<file path="config.mk">
export PLATFORM = sky130hd
export DESIGN_NAME = fwd_hazard_ctrl_flat
export DESIGN_NICKNAME = d
export VERILOG_FILES = /design/src/rtl/core_pkg.sv /design/src/rtl/fwd_hazard_ctrl_if.sv /design/src/rtl/fwd_select.sv /design/src/rtl/fwd_hazard_ctrl.sv /design/src/flat_wrapper.sv
export SDC_FILE = /design/constraint.sdc
export NUM_CORES = 1
export LEC_CHECK = 0
export CAP_MARGIN = 40
export CORE_MARGIN = 2
export CORE_UTILIZATION = 54
export DETAILED_ROUTE_END_ITERATION = 10
export GPL_ROUTABILITY_DRIVEN = 0
export HOLD_SLACK_MARGIN = 0.08
export PLACE_DENSITY = 0.79
export SLEW_MARGIN = 20
export SYNTH_ARGS = -nofsm -noshare
export SYNTH_HDL_FRONTEND = slang
export SYNTH_HIERARCHICAL = 1
export SYNTH_SLANG_ARGS = --single-unit
export TNS_END_PERCENT = 1
</file>
<file path="constraint.sdc">
create_clock -name clk -period 1.6 [get_ports clk]
set_input_delay 0.24 -clock clk [delete_from_list [all_inputs] [get_ports clk]]
set_output_delay 0.24 -clock clk [all_outputs]
set_load 0.02 [all_outputs]
</file>
<file path="src/rtl/core_pkg.sv">
// Shared types and constants for the execute-stage forwarding/hazard controller.
package core_pkg;

   localparam int REG_W = 3;

   localparam logic [1:0] ALU_SRC_REG      = 2'b00;
   localparam logic [1:0] ALU_SRC_PREV_ALU = 2'b01;
   localparam logic [1:0] ALU_SRC_PREV_MEM = 2'b10;

   typedef struct packed {
      logic             valid;
      logic [REG_W-1:0] dst;
      logic             we;
      logic             ld;
      logic             flags_ld;
      logic [REG_W-1:0] src1;
      logic             src1_used;
      logic [REG_W-1:0] src2;
      logic             src2_used;
      logic             flags_rd;
   } slot_t;

endpackage

</file>
<file path="src/rtl/fwd_hazard_ctrl_if.sv">
// Decode-side request and operand-select response bundle of the controller.
interface fwd_hazard_ctrl_if;
   import core_pkg::*;

   logic             id_valid;
   logic [REG_W-1:0] id_src1;
   logic             id_src1_used;
   logic [REG_W-1:0] id_src2;
   logic             id_src2_used;
   logic [REG_W-1:0] id_dst;
   logic             id_we;
   logic             id_ld;
   logic             id_flags_rd;
   logic             id_flags_ld;
   logic             flush;
   logic [1:0]       alu_src1;
   logic [1:0]       alu_src2;
   logic             flag_src;
   logic             stall;

   modport master (
      output id_valid, id_src1, id_src1_used, id_src2, id_src2_used,
             id_dst, id_we, id_ld, id_flags_rd, id_flags_ld, flush,
      input  alu_src1, alu_src2, flag_src, stall
   );

   modport slave (
      input  id_valid, id_src1, id_src1_used, id_src2, id_src2_used,
             id_dst, id_we, id_ld, id_flags_rd, id_flags_ld, flush,
      output alu_src1, alu_src2, flag_src, stall
   );
endinterface

</file>
<file path="src/rtl/fwd_select.sv">
// Operand source select for one EX operand: MEM (prev_ALU) beats WB (prev_mem) beats register file.
module fwd_select
   import core_pkg::*;
(
   input  logic [REG_W-1:0] src,
   input  logic             used,
   input  slot_t            mem_slot,
   input  slot_t            wb_slot,
   output logic [1:0]       sel
);
   logic mem_hit;
   logic wb_hit;
   logic unused_fields;

   // A load sitting in MEM has no data on prev_ALU yet, so it never forwards from there.
   assign mem_hit = used && mem_slot.valid && mem_slot.we && !mem_slot.ld && (mem_slot.dst == src);
   assign wb_hit  = used && wb_slot.valid && wb_slot.we && (wb_slot.dst == src);

   always_comb begin
      sel = ALU_SRC_REG;
      if (mem_hit)
         sel = ALU_SRC_PREV_ALU;
      else if (wb_hit)
         sel = ALU_SRC_PREV_MEM;
   end

   assign unused_fields = ^{mem_slot, wb_slot};
endmodule

</file>
<file path="src/rtl/fwd_hazard_ctrl.sv">
// Shadow EX/MEM/WB pipeline of destination info driving forwarding selects, flag source and load-use stall.
module fwd_hazard_ctrl
   import core_pkg::*;
(
   input  logic               clk,
   input  logic               rst,
   fwd_hazard_ctrl_if.slave   bus
);
   slot_t ex_q,  ex_d;
   slot_t mem_q, mem_d;
   slot_t wb_q,  wb_d;
   slot_t id_slot;
   logic  src1_hit;
   logic  src2_hit;
   logic  stall_raw;

   always_comb begin
      id_slot           = '0;
      id_slot.valid     = 1'b1;
      id_slot.dst       = bus.id_dst;
      id_slot.we        = bus.id_we;
      id_slot.ld        = bus.id_ld;
      id_slot.flags_ld  = bus.id_flags_ld;
      id_slot.src1      = bus.id_src1;
      id_slot.src1_used = bus.id_src1_used;
      id_slot.src2      = bus.id_src2;
      id_slot.src2_used = bus.id_src2_used;
      id_slot.flags_rd  = bus.id_flags_rd;
   end

   assign src1_hit  = bus.id_src1_used && (bus.id_src1 == ex_q.dst);
   assign src2_hit  = bus.id_src2_used && (bus.id_src2 == ex_q.dst);
   assign stall_raw = bus.id_valid && ex_q.valid && ex_q.we && ex_q.ld && (src1_hit || src2_hit);

   // Flush squashes the decode instruction anyway, so a stall on it would be pointless.
   assign bus.stall = stall_raw && !bus.flush;

   always_comb begin
      wb_d  = mem_q;
      mem_d = ex_q;
      ex_d  = '0;
      if (bus.id_valid && !bus.stall && !bus.flush)
         ex_d = id_slot;
   end

   always_ff @(posedge clk) begin
      if (rst) begin
         ex_q  <= '0;
         mem_q <= '0;
         wb_q  <= '0;
      end else begin
         ex_q  <= ex_d;
         mem_q <= mem_d;
         wb_q  <= wb_d;
      end
   end

   fwd_select u_sel1 (
      .src      (ex_q.src1),
      .used     (ex_q.valid && ex_q.src1_used),
      .mem_slot (mem_q),
      .wb_slot  (wb_q),
      .sel      (bus.alu_src1)
   );

   fwd_select u_sel2 (
      .src      (ex_q.src2),
      .used     (ex_q.valid && ex_q.src2_used),
      .mem_slot (mem_q),
      .wb_slot  (wb_q),
      .sel      (bus.alu_src2)
   );

   assign bus.flag_src = ex_q.valid && ex_q.flags_rd && mem_q.valid && mem_q.flags_ld;
endmodule

</file>
<file path="src/flat_wrapper.sv">
// flat-port wrapper written by rule: the top's interface ports become plain ports
module fwd_hazard_ctrl_flat import core_pkg::*;
  (clk, rst, bus_id_valid, bus_id_src1, bus_id_src1_used, bus_id_src2, bus_id_src2_used, bus_id_dst, bus_id_we, bus_id_ld, bus_id_flags_rd, bus_id_flags_ld, bus_flush, bus_alu_src1, bus_alu_src2, bus_flag_src, bus_stall);
  fwd_hazard_ctrl_if bus_i ();
  input  logic clk;
  input  logic rst;
  input wire logic [$bits(bus_i.id_valid)-1:0] bus_id_valid;
  input wire logic [$bits(bus_i.id_src1)-1:0] bus_id_src1;
  input wire logic [$bits(bus_i.id_src1_used)-1:0] bus_id_src1_used;
  input wire logic [$bits(bus_i.id_src2)-1:0] bus_id_src2;
  input wire logic [$bits(bus_i.id_src2_used)-1:0] bus_id_src2_used;
  input wire logic [$bits(bus_i.id_dst)-1:0] bus_id_dst;
  input wire logic [$bits(bus_i.id_we)-1:0] bus_id_we;
  input wire logic [$bits(bus_i.id_ld)-1:0] bus_id_ld;
  input wire logic [$bits(bus_i.id_flags_rd)-1:0] bus_id_flags_rd;
  input wire logic [$bits(bus_i.id_flags_ld)-1:0] bus_id_flags_ld;
  input wire logic [$bits(bus_i.flush)-1:0] bus_flush;
  output wire logic [$bits(bus_i.alu_src1)-1:0] bus_alu_src1;
  output wire logic [$bits(bus_i.alu_src2)-1:0] bus_alu_src2;
  output wire logic [$bits(bus_i.flag_src)-1:0] bus_flag_src;
  output wire logic [$bits(bus_i.stall)-1:0] bus_stall;
  assign bus_i.id_valid = bus_id_valid;
  assign bus_i.id_src1 = bus_id_src1;
  assign bus_i.id_src1_used = bus_id_src1_used;
  assign bus_i.id_src2 = bus_id_src2;
  assign bus_i.id_src2_used = bus_id_src2_used;
  assign bus_i.id_dst = bus_id_dst;
  assign bus_i.id_we = bus_id_we;
  assign bus_i.id_ld = bus_id_ld;
  assign bus_i.id_flags_rd = bus_id_flags_rd;
  assign bus_i.id_flags_ld = bus_id_flags_ld;
  assign bus_i.flush = bus_flush;
  assign bus_alu_src1 = bus_i.alu_src1;
  assign bus_alu_src2 = bus_i.alu_src2;
  assign bus_flag_src = bus_i.flag_src;
  assign bus_stall = bus_i.stall;
  fwd_hazard_ctrl u_core (.clk(clk), .rst(rst), .bus(bus_i));
endmodule
</file>
==> reports/metrics.yaml <==
cts:
  numCtsBuffers: 3
  h-tree-depth: 1
  cts_tree: "done"
  cts-root-buf: "clkbuf_4"
  hold_buffers: 0
  cts.clk_slew.worst_paths_ns: 0.14
  insertion_delay_ns: 0.32
  clockBufferDepth: 2
  cts.sinks: 28
place:
  hpwl_mm: 1.60
  placed_area_mm2: 0.00154
  port_buffers: 24
  pre_cts_ws_ns: -0.453
setup_path:
  crit_fanout: 2
  rr_startpoint: "u_core/ex_q[15]$_SDFF_PP0_"
  start_kind: "register"
  cp-end-kind: "output pin"
  crit_chain: "xnor2_1 -> nand4_1 -> nor4_2 -> buf_4"
  critPathKind: "reg -> out"
  critPathMaxStageDelay_ns: 0.37
  slowest_stage: "dfxtp_2"
  required_ns: 1.36
  arrival_ns: 1.51
  crit_path_start: "u_core/ex_q[6]$_SDFF_PP0_"
global_routing:
  grt.overflow.total: 0
  grt_antenna_before_repair: 0
  grt_pass1_wl_mm: 3.40
  track_usage_pct: 17.6
  grt_start_max_net_pins: 29
  grt_pass1_vias: 784
run_status:
  status: "finished, violations left"
  failed_checks: "setup timing"
timing:
  hold_viol: 0
  whs_ns: 0.451
  fmax_ghz: 0.572
  skew_ns: 0.00285
  drv_slew: 0
  slew-limit-headroom_pct: 77.6
  fin_crit_sh_pct: 109
  min_period_ns: 1.75
  rsz0062_at_grt: "true"
  setup_viol_count_final: 4
  worstMarginPinSlew_ns: 0.331
  setup_slack_ns: -0.148
die:
  core_area_mm2: 0.00217
  placementRows: 17
  dieArea_mm2: 0.00265
  start_util_pct: 56.0
  ioPinCount: 25
  die-height_um: 51.4
  die_w_um: 51.4
layout:
  drive_above_1_share_pct: 41.5
  nNetsFinal: 150
  final_cell_mix: "19 x dfxtp_1, 18 x clkdlybuf4s50_1, 15 x buf_4"
  final_common_cell: "dfxtp_1"
  syn_to_final_growth_pct: 36.3
  final_area_mm2: 0.00166
  diodes: 0
routing:
  final_antenna_net_count: 0
  drt_iter0_markers: 11
  via_count: 810
  wl_mm: 2.18
  wl_per_cell_um: 13.8
  vias_per_cell: 5.13
  drt_first_pass_iters: 4
  drc: 0
synth:
  ys_warn_count: 6
  synth_nets: 118
  netlist_area_mm2: 0.00121
  syn_area_per_cell_um2: 12.3
  netlist_instances: 99
job:
  drv_cap: 0
hold_path:
  hp-start: "bus_id_dst[0]"
  min_path_type: "in -> reg"
power:
  power_density_mw_per_mm2: 725
  leakage_uw: 0.000640
  peakVddDrop_mv: 0.656
metrics by stage:
step	TNS, ns	power, uW	cells	util (%)
6_report	-0.352	1200	158	76.3
5_1_grt	-0.685	1250	158	76.3
4_1_cts	-0.498	1200	157	73.7
3_5_place_dp	-2.94	875	153	70.8
3_3_place_gp	-2.44	871	153	70.8
2_1_floorplan	0	804	99	-
flip-flops by register name (all words and copies together), names as in the netlist:
signal	flops
u_core/wb_q	5
u_core/mem_q	7
u_core/ex_q	16
cell type report:
| class | instances | area (um^2) |
|---|---|---|
| Clock buffer | 4 | 36.3 |
| Fill cell | 150 | 514 |
| Multi-Input combinational cell | 62 | 684 |
| Sequential cell | 28 | 577 |
| Tap cell | 28 | 35.0 |
| Timing Repair Buffer | 36 | 323 |
final timing paths:
path | slack, ns | depth (start not counted) | to
max | -0.15 | 4 | bus_alu_src1[1]
min | 0.45 | 2 | u_core/ex_q[12]$_SDFF_PP0_
max reg2reg | 0.12 | 6 | u_core/ex_q[1]$_SDFF_PP0_
min reg2reg | 0.45 | 1 | u_core/mem_q[9]$_SDFF_PP0_
critical path, delay by kind of cell (launching register included):
family,cells,cell delay [ns]
AND/OR/NAND/NOR,2,0.44
buffers and inverters,1,0.18
XOR/XNOR,1,0.20
flip-flops,1,0.37
per-layer routing:
layer  up-vias  routed length [um]  track usage (%)
met5         -                   0                0
li1        405                   -                -
met3         4                  92             2.63
met1       379                 859             21.0
met2        22                1200             31.6
met4         0                  33             6.58
repair_timing:
action | 4_1_cts | 5_1_grt
pin swaps | 9 | 4
setup buffers | 0 | 1
setup endpoints to repair | 6 | 6
resized for setup | 37 | 15
power breakdown:
group	leakage (uW)	internal, uW	total, uW	switching (uW)
Clock	0.0000210	139	333	193
Sequential	0.000232	711	724	13.1
Combinational	0.000387	94.1	143	48.5
Total	0.000640	944	1200	255
Note: power is estimated with default switching activity, not from simulation.
